--- src/rtl/difftest_intreg_sched.sv ---
// difftest_intreg_sched
//   Round-robin snapshot scheduler for the difftest integer register file.
//   A granted core has its NREG integer registers streamed out, one beat per
//   accepted cycle, through a single-entry registered output slot.
//
// Ports
//   clock, reset_n           : rising-edge clock, synchronous active-low reset
//   enable                   : global enable; gates new grants only
//   io_req_valid/io_req_ready: per-core snapshot request / one-hot grant
//   io_coreid_0/1            : core IDs stamped onto each beat
//   io_rf_sel/addr/rdata     : combinational register-file read port
//   io_out_*                 : beat stream (valid/ready, data, idx, coreid, last)
//   io_busy                  : high while a snapshot is streaming
//   io_snap_cnt              : completed snapshots, wraps at 16 bits
module difftest_intreg_sched #(
  parameter int NCORE = 2,
  parameter int NREG  = 32
) (
  input  logic        clock,
  input  logic        reset_n,
  input  logic        enable,
  input  logic [1:0]  io_req_valid,
  output logic [1:0]  io_req_ready,
  input  logic [7:0]  io_coreid_0,
  input  logic [7:0]  io_coreid_1,
  output logic        io_rf_sel,
  output logic [4:0]  io_rf_addr,
  input  logic [63:0] io_rf_rdata,
  output logic        io_out_valid,
  input  logic        io_out_ready,
  output logic [63:0] io_out_data,
  output logic [4:0]  io_out_idx,
  output logic [7:0]  io_out_coreid,
  output logic        io_out_last,
  output logic        io_busy,
  output logic [15:0] io_snap_cnt
);

  typedef enum logic {IDLE, STREAM} state_t;

  state_t           state, state_n;
  logic [NCORE-1:0] grant;
  logic             grant_core;
  logic             prio;        // core that wins when both request
  logic             core_q;      // core being streamed
  logic [5:0]       rp;          // next register to load; NREG means exhausted
  logic [15:0]      snap_cnt_q;
  logic             take;
  logic             load;

  assign take = io_out_valid && io_out_ready;
  assign load = (state == STREAM) && (rp != 6'(NREG)) && (!io_out_valid || take);

  always_ff @(posedge clock) begin
    if (!reset_n) state <= IDLE;
    else          state <= state_n;
  end

  always_comb begin
    state_n    = state;
    grant      = '0;
    grant_core = 1'b0;
    case (state)
      IDLE: begin
        if (reset_n && enable && (|io_req_valid)) begin
          grant_core        = !(io_req_valid[0] && (!io_req_valid[1] || !prio));
          grant[grant_core] = 1'b1;
          state_n           = STREAM;
        end
      end
      STREAM: begin
        if (take && io_out_last) state_n = IDLE;
      end
      default: state_n = IDLE;
    endcase
  end

  // The idx-0 beat is always zero (x0), so it is loaded straight into the
  // slot on the grant edge; streaming from the register file starts at rp=1.
  always_ff @(posedge clock) begin
    if (!reset_n) begin
      prio          <= 1'b0;
      core_q        <= 1'b0;
      rp            <= '0;
      snap_cnt_q    <= '0;
      io_out_valid  <= 1'b0;
      io_out_data   <= '0;
      io_out_idx    <= '0;
      io_out_coreid <= '0;
      io_out_last   <= 1'b0;
    end else if (state == IDLE) begin
      if (|grant) begin
        core_q        <= grant_core;
        prio          <= !grant_core;
        rp            <= 6'd1;
        io_out_valid  <= 1'b1;
        io_out_data   <= '0;
        io_out_idx    <= '0;
        io_out_coreid <= grant_core ? io_coreid_1 : io_coreid_0;
        io_out_last   <= (NREG == 1);
      end
    end else begin
      if (load) begin
        io_out_valid <= 1'b1;
        io_out_data  <= io_rf_rdata;
        io_out_idx   <= rp[4:0];
        io_out_last  <= (rp == 6'(NREG - 1));
        rp           <= rp + 6'd1;
      end else if (take) begin
        io_out_valid <= 1'b0;
      end
      if (take && io_out_last) begin
        snap_cnt_q <= snap_cnt_q + 16'd1;
        rp         <= '0;
      end
    end
  end

  assign io_req_ready = grant;
  assign io_busy      = (state == STREAM);
  assign io_rf_sel    = (state == STREAM) && core_q;
  assign io_rf_addr   = (state == STREAM) ? rp[4:0] : '0;
  assign io_snap_cnt  = snap_cnt_q;

endmodule

--- config.mk ---
export PLATFORM = sky130hd
export DESIGN_NAME = difftest_intreg_sched
export DESIGN_NICKNAME = d
export VERILOG_FILES = /design/src/rtl/difftest_intreg_sched.sv
export SDC_FILE = /design/constraint.sdc
export NUM_CORES = 1
export LEC_CHECK = 0
export BUFFER_PORTS_ARGS = -buffer_cell sky130_fd_sc_hd__buf_2
export CAP_MARGIN = 20
export CELL_PAD_IN_SITES_DETAIL_PLACEMENT = 1
export CELL_PAD_IN_SITES_GLOBAL_PLACEMENT = 2
export CORE_MARGIN = 1
export CORE_UTILIZATION = 26
export CTS_BUF_LIST = sky130_fd_sc_hd__clkbuf_8 sky130_fd_sc_hd__clkbuf_16
export CTS_CLUSTER_DIAMETER = 30
export DETAILED_ROUTE_END_ITERATION = 10
export GPL_ROUTABILITY_DRIVEN = 1
export GPL_TIMING_DRIVEN = 0
export HOLD_SLACK_MARGIN = 0.02
export PLACE_DENSITY_LB_ADDON = 0.2
export SKIP_LAST_GASP = 1
export SYNTH_ARGS = -nofsm -noshare
export SYNTH_HDL_FRONTEND = slang
export SYNTH_SLANG_ARGS = --single-unit
--- constraint.sdc ---
create_clock -name clock -period 2.2 [get_ports clock]
set_clock_uncertainty 0.1 [all_clocks]
set_input_delay 0.11 -clock clock [delete_from_list [all_inputs] [get_ports clock]]
set_output_delay 0.11 -clock clock [all_outputs]
set_load 0.02 [all_outputs]
After elaboration in Yosys (flattened, before gate mapping)
Cells that the tools add are included.

cells by class
  add/sub/neg operators = 2
  multiply operators = 0
  div/mod/pow operators = 0
  magnitude comparators = 2
  eq/ne operators = 5
  shifts and indexed selects = 0
  mux-type cells = 28
  bitwise logic cells = 1
  reductions and logical operators = 24

operators by type and width
  operator                 number
  $mux W64                 3
  $mux W6                  4
  $mux W5                  4
  $add A16 B1 Y16 const B  1
  $mux W1                  12
  $reduce_and A2 Y1        5
  $logic_and A1 B1 Y1      9
  $mux W8                  1
  $add A6 B1 Y6 const B    1
  $eq A6 B5 Y1 const B     1
  $ne A3 B1 Y1 const B     2
  $ne A6 B6 Y1 const B     1
  $logic_not A1 Y1         5
  $mux W2                  2
  $reduce_or A2 Y1         2
  $logic_or A1 B1 Y1       2
  $lt A1 B2 Y1 const B     1
  $ne A2 B1 Y1 const B     1
  $pmux W1 S2              1
  $reduce_bool A2 Y1       1
  $demux W1 S1             1
  $ge A1 B1 Y1 const B     1
  $not A1 Y1               1

storage, ports and cells
  register bits = 104
  bits in latches = 0
  bits in writable memories = 0
  bits in read-only memories = 0
  bits of input ports = 86
  output and inout port bits = 104
  word-level logic and storage cells = 72
  memories = 0

Logic depth before layout (Yosys ltp)
  word-level depth = 13
  gate-level depth with buffers = 9

Worst setup path before layout
No wires, ideal clock.

  kind = reg2reg
  from = register rp[0]
  to = register io_out_data[44]
  arrival time = 1.757 ns
  required time = 1.983 ns
  path slack = 0.226 ns
  cell stages (with the launch flop) = 10
  cells stage by stage = dfxtp_1 > inv_1 > ha_1 > nor4b_2 > a211oi_1 > buf_2 > nor3_4 > buf_4 > buf_6 > a22o_1

between the ends
  word-level cells in the longest chain between the ends = 5

ends and longest elaborated chain
  what                                RTL line  RTL
  start, declared                     46        logic [5:0] rp;
  start signal, assigned              108       rp <= rp + 6'd1;
  $ne A6 B6 Y1                        52        assign load = (state == STREAM) && (rp != 6'(NREG)) && (!io_out_valid || take);
  $logic_and A1 B1 Y1 (2 in series)   52
  $ne A2 B1 Y1 (no source line)       -
  $reduce_and A2 Y1 (no source line)  -
  end signal, assigned                105       io_out_data <= io_rf_rdata;
  end, declared                       31        output logic [63:0] io_out_data,

Every way passes these cells.
A chain may end at the register's enable or synchronous reset.

Worst setup path after layout
  from = register rp[1]
  to = register io_out_data[26]

The elaborated chain is that of the path after synthesis.

==> impl_metrics.ini <==
[outcome]
outcome = finished clean

[critical_path]
cp_cell_sequence = inv_1, ha_1, nor4b_4, a211oi_2, buf_4, nor3_4, buf_4, clkbuf_4, a22o_1
r2r_start = rp[1]
critPathKind = flop to flop
crit_top_cell = buf_4
cp-start-kind = flop
cp_slowest_cell = dfxtp_1
end_kind = flop
cp-startpoint = rp[1]
cp.required_ns = 2.34
slowest_delay_ns = 0.38
critPathArrivalTime_ns = 2.25
critPathMaxFanout = 10
path_buf_inv = 4
cpLargestDelayFamily = buffers and inverters

[clocking]
clkLatencyLatePin_ns = 0.35
htree_num_levels = 3
cts_root_buffer = clkbuf_16
cts_tree = done
clockBufferDepth = 2
clkTransAtPathRegs_ns = 0.07
clock_sinks = 104
numCtsBuffers = 9

[synth]
synthCells = 356
avgSynthCellArea_um2 = 10.7
yosysSeqAreaShare_pct = 54.6
yosysMostFrequentCell = dfxtp_1
ys_top_cells_by_area = dfxtp_1, a22o_1, mux2i_1
ys.flop_type = dfxtp_1
async_flop_share_pct = 0
netlist_area_um2 = 3810
synth.distinct_cells = 44
synth_common_cells = dfxtp_1, a22o_1, nor2_1
ys_warn_count = 0
synth-edff-count = 0
yosys_register_bits = 104
synth_largest_area_cell = dfxtp_1
synth_top_area_share_pct = 54.6
synthesis.nets = 445

[finish]
drive_gt1_share_pct = 36.4
final_nets = 722
multiInputGateArea_um2 = 1580
diodes = 0
fillers = 1628
regArea_um2 = 2080
final_cell_count_no_fill = 817
area_growth_syn_to_layout_pct = 58.7

[grt]
grt_first_pass_wirelength_mm = 20.2
grt_util_all_layers_pct = 17.5
antenna_found_initial = 0
overflow = 0
grt_max_degree = 18
grt_pass1_vias = 3898

[floorplan]
dieArea_um2 = 15200
die_height_um = 123
pin_count = 190
die_x_um = 123
num_rows = 43
start_util_pct = 27.0
core_um2 = 14100

[routing]
first_pass_iters = 4
drc = 0
wirelength_mm = 13.3
post_drt_wl_per_cell_um = 16.2
vias = 3815
post_drt_via_cell_ratio = 4.67
drt_iter0_drc = 147
postRouteAntennaNets = 0

[sta]
hold_viol = 0
setup_viol = 0
max_freq_ghz = 0.474
setup_ws_ns = 0.0882
slew_headroom_pct = 61.1
rsz0062_at_grt = false
fin_crit_sh_pct = 96.0
worst_pin_slew_ns = 0.584
min_period_ns = 2.11
slew_violations = 0

[power_and_ir_drop]
swShare_pct = 26.4
pwr-share-comb_pct = 14.4
intPower_mw = 3.01
switchingPower_mw = 1.08
p_clk_share_pct = 36.8
p_leak_nw = 2.83
peakVddDrop_mv = 0.406
p_per_area_nw_per_um2 = 675
seq_power_share_pct = 48.8

[placement]
hpwl_mm = 9.01
dp_slack_ns = -0.103
numPortBuffers = 188
place_inst = 724
gp_congestion = 0.768

[hold_path]
worstHoldPathType = input pin to flop
hp-start = reset_n

[run]
maxCapViolCount = 0
-- cell families (layout without fill, tap and decap cells) --
| kind of cell | Yosys count | after routing | share of synthesized area, % |
|---|---|---|---|
| buffers and inverters | 33 | 314 | 4.33 |
| AOI/OAI and AO/OA | 108 | 108 | 22.5 |
| DFF | 104 | 104 | 54.6 |
| adders and majority gates | 3 | 3 | 0.985 |
| and+or+nand+nor | 90 | 90 | 13.1 |
| xor gates and xnor gates | 9 | 9 | 2.07 |
| muxes | 9 | 9 | 2.36 |
-- routing by layer --
layer | share of wire (%) | global-route usage, % | up-vias
met2 | 46 | 28.8 | 140
met4 | 2.3 | 8.13 | 0
met5 | 0 | 0 | -
met1 | 44 | 21.3 | 1782
met3 | 7.1 | 4.43 | 19
li1 | - | - | 1874
-- placed cells by master, fill, tap and decap left out, types with 3 or more instances in the layout --
master         count
nand2_1           13
dfxtp_1          103
a21oi_1           12
nand3_1           13
a22o_1            69
mux2i_1            9
o21ai_0            6
or4_1              4
and4_1             4
inv_1              7
o32ai_1            3
clkbuf_16          9
or3_1              4
clkbuf_1           6
a211oi_1           8
xnor2_1            5
and2_1             7
buf_2            199
ha_1               3
xor2_1             4
nand4_1            3
dlygate4sd3_1     76
buf_4              6
nor2_1            22
nor3_1             4
-- final timing paths --
check	cells past startpoint	end	slack (ns)
max	9	io_out_data[26]	0.09
min	3	core_q	0.02
max reg2reg	9	io_out_data[26]	0.09
min reg2reg	1	io_out_data[54]	0.37
-- timing repair --
action,in CTS,in global routing
pin swaps,1,1
hold buffers,76,0
setup buffers,2,0
resized for setup,3,5
endpoints found under the setup margin,21,64
gates cloned,0,0
endpoints found under the hold margin,71,0
-- registers in the layout, indices dropped and copies added, names as in the netlist --
name / count
io_snap_cnt: 16
core_q: 1
io_out_last: 1
io_out_data: 64
io_out_coreid: 8
prio: 1
io_out_idx: 5
rp: 6
io_out_valid: 1
io_busy: 1
-- per-stage QoR --
stage | hold WS (ns) | total power, mW | area (um2) | util, % | setup TNS, ns
2_1_floorplan | 0.143 | 2.30 | 3810 | - | 0
3_3_place_gp | 0.227 | 2.50 | 4980 | 35.3 | -1.08
3_5_place_dp | 0.233 | 2.51 | 4980 | 35.3 | -1.68
4_1_cts | 0.0206 | 4.15 | 6030 | 42.8 | 0
5_1_grt | 0.0541 | 4.28 | 6050 | 42.9 | 0
6_report | 0.0229 | 4.09 | 6050 | 42.9 | 0
-- final cells by class --
class / instances / share of cell area [%]
Clock buffer: 9 / 3.72
Inverter: 6 / 0.372
Sequential cell: 104 / 34.4
Clock inverter: 6 / 0.744
Tap cell: 180 / 3.72
Timing Repair Buffer: 266 / 28.4
Multi-Input combinational cell: 219 / 26.1
Buffer: 27 / 2.52
-- worst reg2reg max path, cell delays in order (launching register included) --
cell      delay (ns)
dfxtp_1         0.38
inv_1           0.09
ha_1            0.20
nor4b_4         0.14
a211oi_2        0.26
buf_4           0.22
nor3_4          0.06
buf_4           0.16
clkbuf_4        0.18
a22o_1          0.21
-- power by group through the flow --
stage | clock [mW] | combinational, mW | sequential (mW)
5_1_grt | 1.64 | 0.640 | 2.00
6_report | 1.50 | 0.589 | 1.99
3_5_place_dp | 0 | 0.471 | 2.04
4_1_cts | 1.57 | 0.586 | 1.99
3_3_place_gp | 0 | 0.465 | 2.03
2_1_floorplan | 0 | 0.180 | 2.12
Note: power is estimated with default switching activity, not from simulation.
